--- src/rtl/fpu_pkg.sv ---
// Shared FPU types: operand classes, IEEE single constants and pipeline stage records.
// Used by fsquare and by the reusable round/pack stage.
package fpu_pkg;

    typedef enum logic [1:0] {
        ZERO = 2'd0,
        NORM = 2'd1,
        INF  = 2'd2,
        NAN  = 2'd3
    } fclass_t;

    localparam int          EXP_BIAS = 127;
    localparam logic [31:0] QNAN     = 32'h7FC0_0000;
    localparam logic [31:0] PINF     = 32'h7F80_0000;

    typedef struct packed {
        logic        sign;
        fclass_t     cls;
        logic [7:0]  exp;
        logic [23:0] man;
    } s1_t;

    typedef struct packed {
        logic              sign;
        fclass_t           cls;
        logic signed [9:0] exp;
        logic [47:0]       prod;
    } s2_t;

    // Subnormals are flushed, so a zero exponent always classifies as ZERO.
    function automatic fclass_t classify(input logic [7:0] e, input logic [22:0] m);
        if (e == 8'h00) begin
            return ZERO;
        end else if (e == 8'hFF) begin
            return (m != 23'd0) ? NAN : INF;
        end else begin
            return NORM;
        end
    endfunction

endpackage

--- src/rtl/fround_pack.sv ---
// Combinational normalize / round-to-nearest-even / range-check / pack of a 48-bit
// significand product; shared between the squarer and the multiplier.
module fround_pack
    import fpu_pkg::*;
#(
    parameter logic [31:0] CANON_NAN = QNAN
) (
    input  fclass_t           i_cls,
    input  logic              i_sign,
    input  logic signed [9:0] i_exp,
    input  logic [47:0]       i_prod,
    output logic [31:0]       o_y
);
    logic [23:0]       w_mant;
    logic              w_guard;
    logic              w_sticky;
    logic              w_roundUp;
    logic [24:0]       w_sum;
    logic [22:0]       w_frac;
    logic signed [9:0] w_expNorm;
    logic signed [9:0] w_expFinal;

    // Product of two [1,2) significands lies in [1,4); bit 47 selects the extra shift.
    always_comb begin
        w_mant     = 24'd0;
        w_guard    = 1'b0;
        w_sticky   = 1'b0;
        w_expNorm  = i_exp;
        w_roundUp  = 1'b0;
        w_sum      = 25'd0;
        w_frac     = 23'd0;
        w_expFinal = i_exp;
        o_y        = 32'd0;

        if (i_prod[47]) begin
            w_mant    = i_prod[47:24];
            w_guard   = i_prod[23];
            w_sticky  = |i_prod[22:0];
            w_expNorm = i_exp + 10'sd1;
        end else begin
            w_mant    = i_prod[46:23];
            w_guard   = i_prod[22];
            w_sticky  = |i_prod[21:0];
            w_expNorm = i_exp;
        end

        w_roundUp = w_guard & (w_sticky | w_mant[0]);
        w_sum     = {1'b0, w_mant} + {24'd0, w_roundUp};

        if (w_sum[24]) begin
            w_frac     = w_sum[23:1];
            w_expFinal = w_expNorm + 10'sd1;
        end else begin
            w_frac     = w_sum[22:0];
            w_expFinal = w_expNorm;
        end

        if (i_cls == NAN) begin
            o_y = CANON_NAN;
        end else if (i_cls == INF) begin
            o_y = {i_sign, PINF[30:0]};
        end else if (i_cls == ZERO) begin
            o_y = {i_sign, 31'd0};
        end else if (w_expFinal >= 10'sd255) begin
            o_y = {i_sign, PINF[30:0]};
        end else if (w_expFinal <= 10'sd0) begin
            o_y = {i_sign, 31'd0};
        end else begin
            o_y = {i_sign, w_expFinal[7:0], w_frac};
        end
    end

endmodule

--- src/rtl/fsquare.sv ---
// Three-stage pipelined IEEE-754 single-precision squarer (y = x*x).
// One enable moves every stage together, so a held output freezes the whole pipe.
module fsquare
    import fpu_pkg::*;
#(
    parameter logic [31:0] CANON_NAN = QNAN
) (
    input  logic        CLKA,
    input  logic        RST,
    input  logic        in_valid,
    output logic        in_ready,
    input  logic [31:0] x,
    output logic        out_valid,
    input  logic        out_ready,
    output logic [31:0] y
);
    logic              w_en;
    logic              r_v1;
    logic              r_v2;
    logic              r_v3;
    s1_t               r_s1;
    s2_t               r_s2;
    logic [31:0]       r_y3;
    logic [31:0]       w_y3;
    logic signed [9:0] w_exp2;
    logic [47:0]       w_prod2;

    assign w_en     = !r_v3 | out_ready;
    assign in_ready = w_en;

    // Squaring doubles the biased exponent, so the bias has to come off once.
    assign w_exp2  = $signed({1'b0, r_s1.exp, 1'b0}) - $signed(10'(EXP_BIAS));
    assign w_prod2 = {24'd0, r_s1.man} * {24'd0, r_s1.man};

    fround_pack #(
        .CANON_NAN (CANON_NAN)
    ) u_roundPack (
        .i_cls  (r_s2.cls),
        .i_sign (r_s2.sign),
        .i_exp  (r_s2.exp),
        .i_prod (r_s2.prod),
        .o_y    (w_y3)
    );

    always_ff @(posedge CLKA or negedge RST) begin
        if (!RST) begin
            r_v1 <= 1'b0;
            r_v2 <= 1'b0;
            r_v3 <= 1'b0;
            r_s1 <= '0;
            r_s2 <= '0;
            r_y3 <= 32'd0;
        end else if (w_en) begin
            r_v1      <= in_valid;
            r_s1.sign <= x[31];
            r_s1.cls  <= classify(x[30:23], x[22:0]);
            r_s1.exp  <= x[30:23];
            r_s1.man  <= {1'b1, x[22:0]};

            // Product sign of an operand with itself is always positive.
            r_v2      <= r_v1;
            r_s2.sign <= r_s1.sign ^ r_s1.sign;
            r_s2.cls  <= r_s1.cls;
            r_s2.exp  <= w_exp2;
            r_s2.prod <= w_prod2;

            r_v3      <= r_v2;
            r_y3      <= w_y3;
        end
    end

    assign out_valid = r_v3;
    assign y         = r_y3;

endmodule

--- config.mk ---
export PLATFORM = sky130hd
export DESIGN_NAME = fsquare
export DESIGN_NICKNAME = d
export VERILOG_FILES = /design/src/rtl/fpu_pkg.sv /design/src/rtl/fround_pack.sv /design/src/rtl/fsquare.sv
export SDC_FILE = /design/constraint.sdc
export NUM_CORES = 1
export LEC_CHECK = 0
export CAP_MARGIN = 10
export CORE_MARGIN = 8
export CORE_UTILIZATION = 55
export DETAILED_ROUTE_END_ITERATION = 8
export PLACE_DENSITY_LB_ADDON = 0.05
export SYNTH_ARGS = -nofsm -noshare
export SYNTH_HDL_FRONTEND = slang
export SYNTH_SLANG_ARGS = --single-unit
--- constraint.sdc ---
create_clock -name CLKA -period 8.7 [get_ports CLKA]
set_input_delay 1.74 -clock CLKA [delete_from_list [all_inputs] [get_ports CLKA]]
set_output_delay 1.74 -clock CLKA [all_outputs]
set_load 0.05 [all_outputs]
---- After elaboration in Yosys (flattened, before gate mapping) ----
Cells that the tools add are included.
storage, ports and cells
  register bits after elaboration ......... 129
  output and inout port bits .............. 34
  bits of input ports ..................... 36
operators by class
  order comparisons ....................... 2
  reductions and logical operators ........ 6
  equal/unequal tests ..................... 3
  multiply operators ...................... 1
  bitwise gates (word level) .............. 3
  add/sub/neg operators ................... 4
  multiplexer cells ....................... 14
operator list
  kind                                                                                   count
  32-bit 2-to-1 mux                                                                      4
  24-bit by 24-bit multiplier with 48-bit output                                         1
  31-bit 2-to-1 mux                                                                      1
  24-bit by 1-bit adder with 25-bit output                                               1
  24-bit 2-to-1 mux                                                                      1
  23-bit 2-to-1 mux                                                                      1
  23-bit nonzero test                                                                    1
  23-bit OR reduction                                                                    1
  22-bit OR reduction                                                                    1
  10-bit by 2-bit adder with 10-bit output (second input constant)                       2
  10-bit 2-to-1 mux                                                                      2
  10-bit by 9-bit greater-or-equal comparator with 1-bit output (second input constant)  1
  10-bit by 1-bit less-or-equal comparator with 1-bit output (second input constant)     1
  9-bit by 7-bit subtractor with 10-bit output (second input constant)                   1
  8-bit equality test (second input constant)                                            1
  8-bit logical NOT                                                                      1
  2-bit equality test (second input constant)                                            2
  2-bit 2-to-1 mux                                                                       2
  1-bit 2-to-1 mux                                                                       3
  2-bit logical NOT                                                                      1
  1-bit OR                                                                               2
  1-bit bitwise AND                                                                      1
  1-bit logical NOT                                                                      1

---- Longest topological paths before layout ----
  depth after elaboration ................. 12
  mapped depth ............................ 28
  gate-level depth less buffers ........... 26

---- Hierarchy ----
A second synthesis with hierarchy kept.
second synthesis, totals
  cell total of the unflattened synthesis .. 2696
  area, all modules ....................... 23525.1 um^2
modules (own cells, without submodules)
  module       area each (um^2)  instances  cells an instance  seq. area each (um^2)
  fsquare      21281.7           1          2359               3178.0
  fround_pack  2243.4            1          337                0.0

---- Worst setup path after synthesis ----
OpenSTA, ideal clock, no wires.
  path type ............................... register -> register
  start point ............................. register r_s1[9] (netlist name)
  end point ............................... register r_s2[25] (netlist name)
  data required time ...................... 8.536 ns
  arrival ................................. 6.487 ns
  library setup time ...................... 0.164 ns
  stages on the path, launching flop included .. 27
  path slack .............................. 2.049 ns
  cells stage by stage .................... dfrtp_1 clkbuf_1 clkbuf_1 nand2_1 fa_1 inv_1 fa_1 inv_1 fa_1 inv_1 fa_1 inv_1 fa_1 inv_1 fa_1 inv_1 fa_1 inv_1 ha_1 a21oi_1 o211ai_1 o21a_1 a311oi_1 o21ai_0 a31oi_1 xor2_1 a21oi_1
on the way
  word-level cells in the longest chain between the ends .. 1
RTL lines
  item                                            line           text
  start, declared                                 fsquare.sv:21  s1_t r_s1;
  24-bit by 24-bit multiplier with 48-bit output  fsquare.sv:33  assign w_prod2 = {24'd0, r_s1.man} * {24'd0, r_s1.man};
  end, declared                                   fsquare.sv:22  s2_t r_s2;
Every way passes these cells.
A chain may end at the register's enable or synchronous reset.

---- Worst setup path after layout ----
  start point ............................. register r_s1[0] (netlist name)
  end point ............................... register r_s2[44] (netlist name)
The elaborated chain is that of the path after synthesis.

==> reports/results.txt <==
Fill cells: 3639
Worst Path Required: 9.01 ns
Tightest Hold Check Type: reg2reg
Clock period minus worst slack: 7.69 ns
Reg-to-reg slack, setup: 1.01 ns
Die H: 219 um
Pin count of the biggest net entering global routing: 81
Number of synthesized flops with an enable pin: 0
Rows: 74
Worst flop-to-flop path startpoint: r_s1[0]$_DFFE_PN0P_
Status: finished, final reports clean
Busiest metal layer after global routing: met2
Via Count: 16.7k
RSZ-0062 raised after global routing: no
PortBufs: 67
Tightest Pin Transition: 1.07 ns
GPL Wtd Cong: 0.890
Setup TNS: 0 ns
Type of the worst setup path: reg2reg
Synth warn: 0
Pins Over Slew Limit: 0
Max Cap Violations: 0
Clock sink count: 126
# DRC: 0
Remaining global-route overflow: 0
Antenna Nets Post-Route: 0
DR vias/cell: 5.38
Pre-CTS setup slack: 1.08 ns
Unique masters post-synth: 76
Seq cells post-synth: 126
Hold Path Stages: 2
CP Capture Type: register
Die footprint: 48200 um2
Routed wire length: 56400 um
WP data arrival: 8.00 ns
I/O Pins: 70
Core footprint: 40800 um2
Post-Synth Simple-Gate Area: 14.8%
First-pass GRT wire length: 93300 um
Hold Path End: r_s2[4]$_DFFE_PN0P_
Final Worst Setup Slack: 1.01 ns
Max Buffers Root-to-Sink: 2
Number of global-route vias before repair: 17.8k
Worst r2r path cells: 26
Antenna violations before repair: 2
Post-Syn Area: 22800 um2
Post-synthesis adder-cell area fraction: 47.1%
Hold buffers post-CTS: 0
Clock latency on the worst-skew pair: 0.45 ns
Hold path start: r_s2[4]$_DFFE_PN0P_
Met1 Use GR: 34.0%
Startpoint Class: register
P&R area growth vs syn: 8.20%
Worst-case clock skew: 0.0191 ns
Ys flop type: dfrtp_1
Synth Area in Compound Gates: 7.69%
Nets: 3198
Met2 GRT Util: 39.8%
Slew headroom: 28.9%
Num CTS Buffers: 17
Fmax: 130 MHz
Total GRT Usage: 24.6%
Post-Synth XOR/XNOR Area: 3.77%
# setup viols final: 0
Clock slew at reported path FFs: 0.07 ns
DR iter-0 viols: 1030
CP startpoint: r_s1[0]$_DFFE_PN0P_
Seq/Total Area, Yosys: 13.8%
Met3 Use GR: 4.17%
Share of layout cells above drive strength 1: 3.42%
Clock root cell: clkbuf_16
Post-DP HPWL: 45200 um
PostCTS Resize Cnt: 0
H-tree Lvls: 4
Post-synthesis net count: 3171
Hold Vio Cnt, Final: 0
Die extent in x: 219 um
Largest family of logic cells by synthesized area: adder cells
Tcrit/Tclk final: 88.4%
Mux share of post-synthesis cell area: 1.03%
Drt wl/cell: 18.2 um
Async SR Flop Fraction: 100%
Router iterations before antenna repair: 7
Post-CTS Setup Inserts: 0
CTS tree: done
Crit Path Max Fanout: 26
Reg2reg end: r_s2[44]$_DFFE_PN0P_
Post-Synthesis Cells: 2531
Avg Cell Area, Syn: 9.00 um2
Initial Util: 55.8%
# diodes: 0
## how the worst max path moves through the flow
stage,to,cells after the start
floorplan,r_s2[25]$_DFFE_PN0P_,26
global placement,r_s2[44]$_DFFE_PN0P_,26
detailed placement,r_s2[44]$_DFFE_PN0P_,26
CTS,r_s2[44]$_DFFE_PN0P_,26
global route,r_s2[44]$_DFFE_PN0P_,26
finish,r_s2[44]$_DFFE_PN0P_,26
## registers in the layout, summed over array words and instances (netlist names)
name / flops
y: 31
out_valid: 1
r_v1: 1
r_s2: 59
r_v2: 1
r_s1: 33
## kinds of logic (layout without fill, tap and decap cells)
family          count (synthesis)  after routing
simple gates                  699            699
other cells                     1              1
mux                            23             23
flops                         126            126
fa+ha+maj                     604            604
xor+xnor                       98             98
buf+inv                       705            745
compound gates                275            275
## per-layer routing
metal | part of all wire (%) | vias to the layer above
li1 | - | 7779
met1 | 45 | 8393
met2 | 47 | 424
met3 | 6.0 | 85
met4 | 2.5 | 2
met5 | 0.016 | -
## layout by cell type, fill, tap and decap left out, types with 38 or more instances in the layout
cell type        count
xnor2_1             56
clkdlybuf4s50_1     66
xor2_1              42
fa_1               423
buf_4               38
a21oi_1             81
inv_1              604
ha_1               181
nor2_1              95
and2_1             130
o21ai_0             66
dfrtp_1            125
nand2_1            326
## cell usage after synthesis (11+ instances only)
library cell	instances	area [um2]
xnor2_1	56	490
dfrtp_1	126	3150
nand4_1	19	119
ha_1	181	2260
nand2_1	326	1220
o21ai_0	66	330
a22o_1	12	105
fa_1	423	8470
nor2b_1	15	93.8
and2_1	130	813
nand3_1	25	125
inv_1	605	2270
xor2_1	42	368
nor3_1	14	70.1
o21ai_1	14	70.1
nor2_1	95	357
a21o_1	23	173
a21oi_1	81	405
clkbuf_1	78	293
nor4_1	18	113
and3_1	11	68.8
mux2i_1	19	190
## critical path, cell delays in order (launching register included)
cell and delay (ns):
dfrtp_1 1.04, nand2_1 0.28, fa_1 0.58, inv_1 0.06, fa_1 0.53, inv_1 0.06, fa_1 0.52, inv_1 0.05
fa_1 0.50, inv_1 0.05, fa_1 0.52, inv_1 0.05, fa_1 0.47, inv_1 0.05, fa_1 0.47, inv_1 0.04
ha_1 0.39, o21ai_0 0.12, a21oi_1 0.20, o21ai_0 0.15, a21oi_1 0.14, o21ai_0 0.10, buf_4 0.19, a31oi_1 0.37
a21o_1 0.25, nor3_1 0.07, a221o_1 0.28
## per-stage QoR
step	instances	hold slack [ns]	utilization, %	instance area, um2
floorplan	2531	0.417	-	22800
global placement	3070	0.444	58.8	24000
detailed placement	3070	0.452	58.8	24000
CTS	3102	0.466	60.3	24600
global route	3103	0.500	60.3	24600
finish	3103	0.469	60.3	24600
## area by class of cell
class / count / area [um2] / area share, %
clock buffers: 18 / 439 / 1.78
inverters: 607 / 2280 / 9.26
multi-input cells: 1700 / 17000 / 68.8
repair buffers: 106 / 962 / 3.91
clock inverters: 14 / 180 / 0.731
flip-flops and latches: 126 / 3150 / 12.8
well taps: 532 / 666 / 2.70
Power is left out: the tool's default activity adds up to more than one toggle a clock period on the data nets, which glitch-free logic cannot reach.
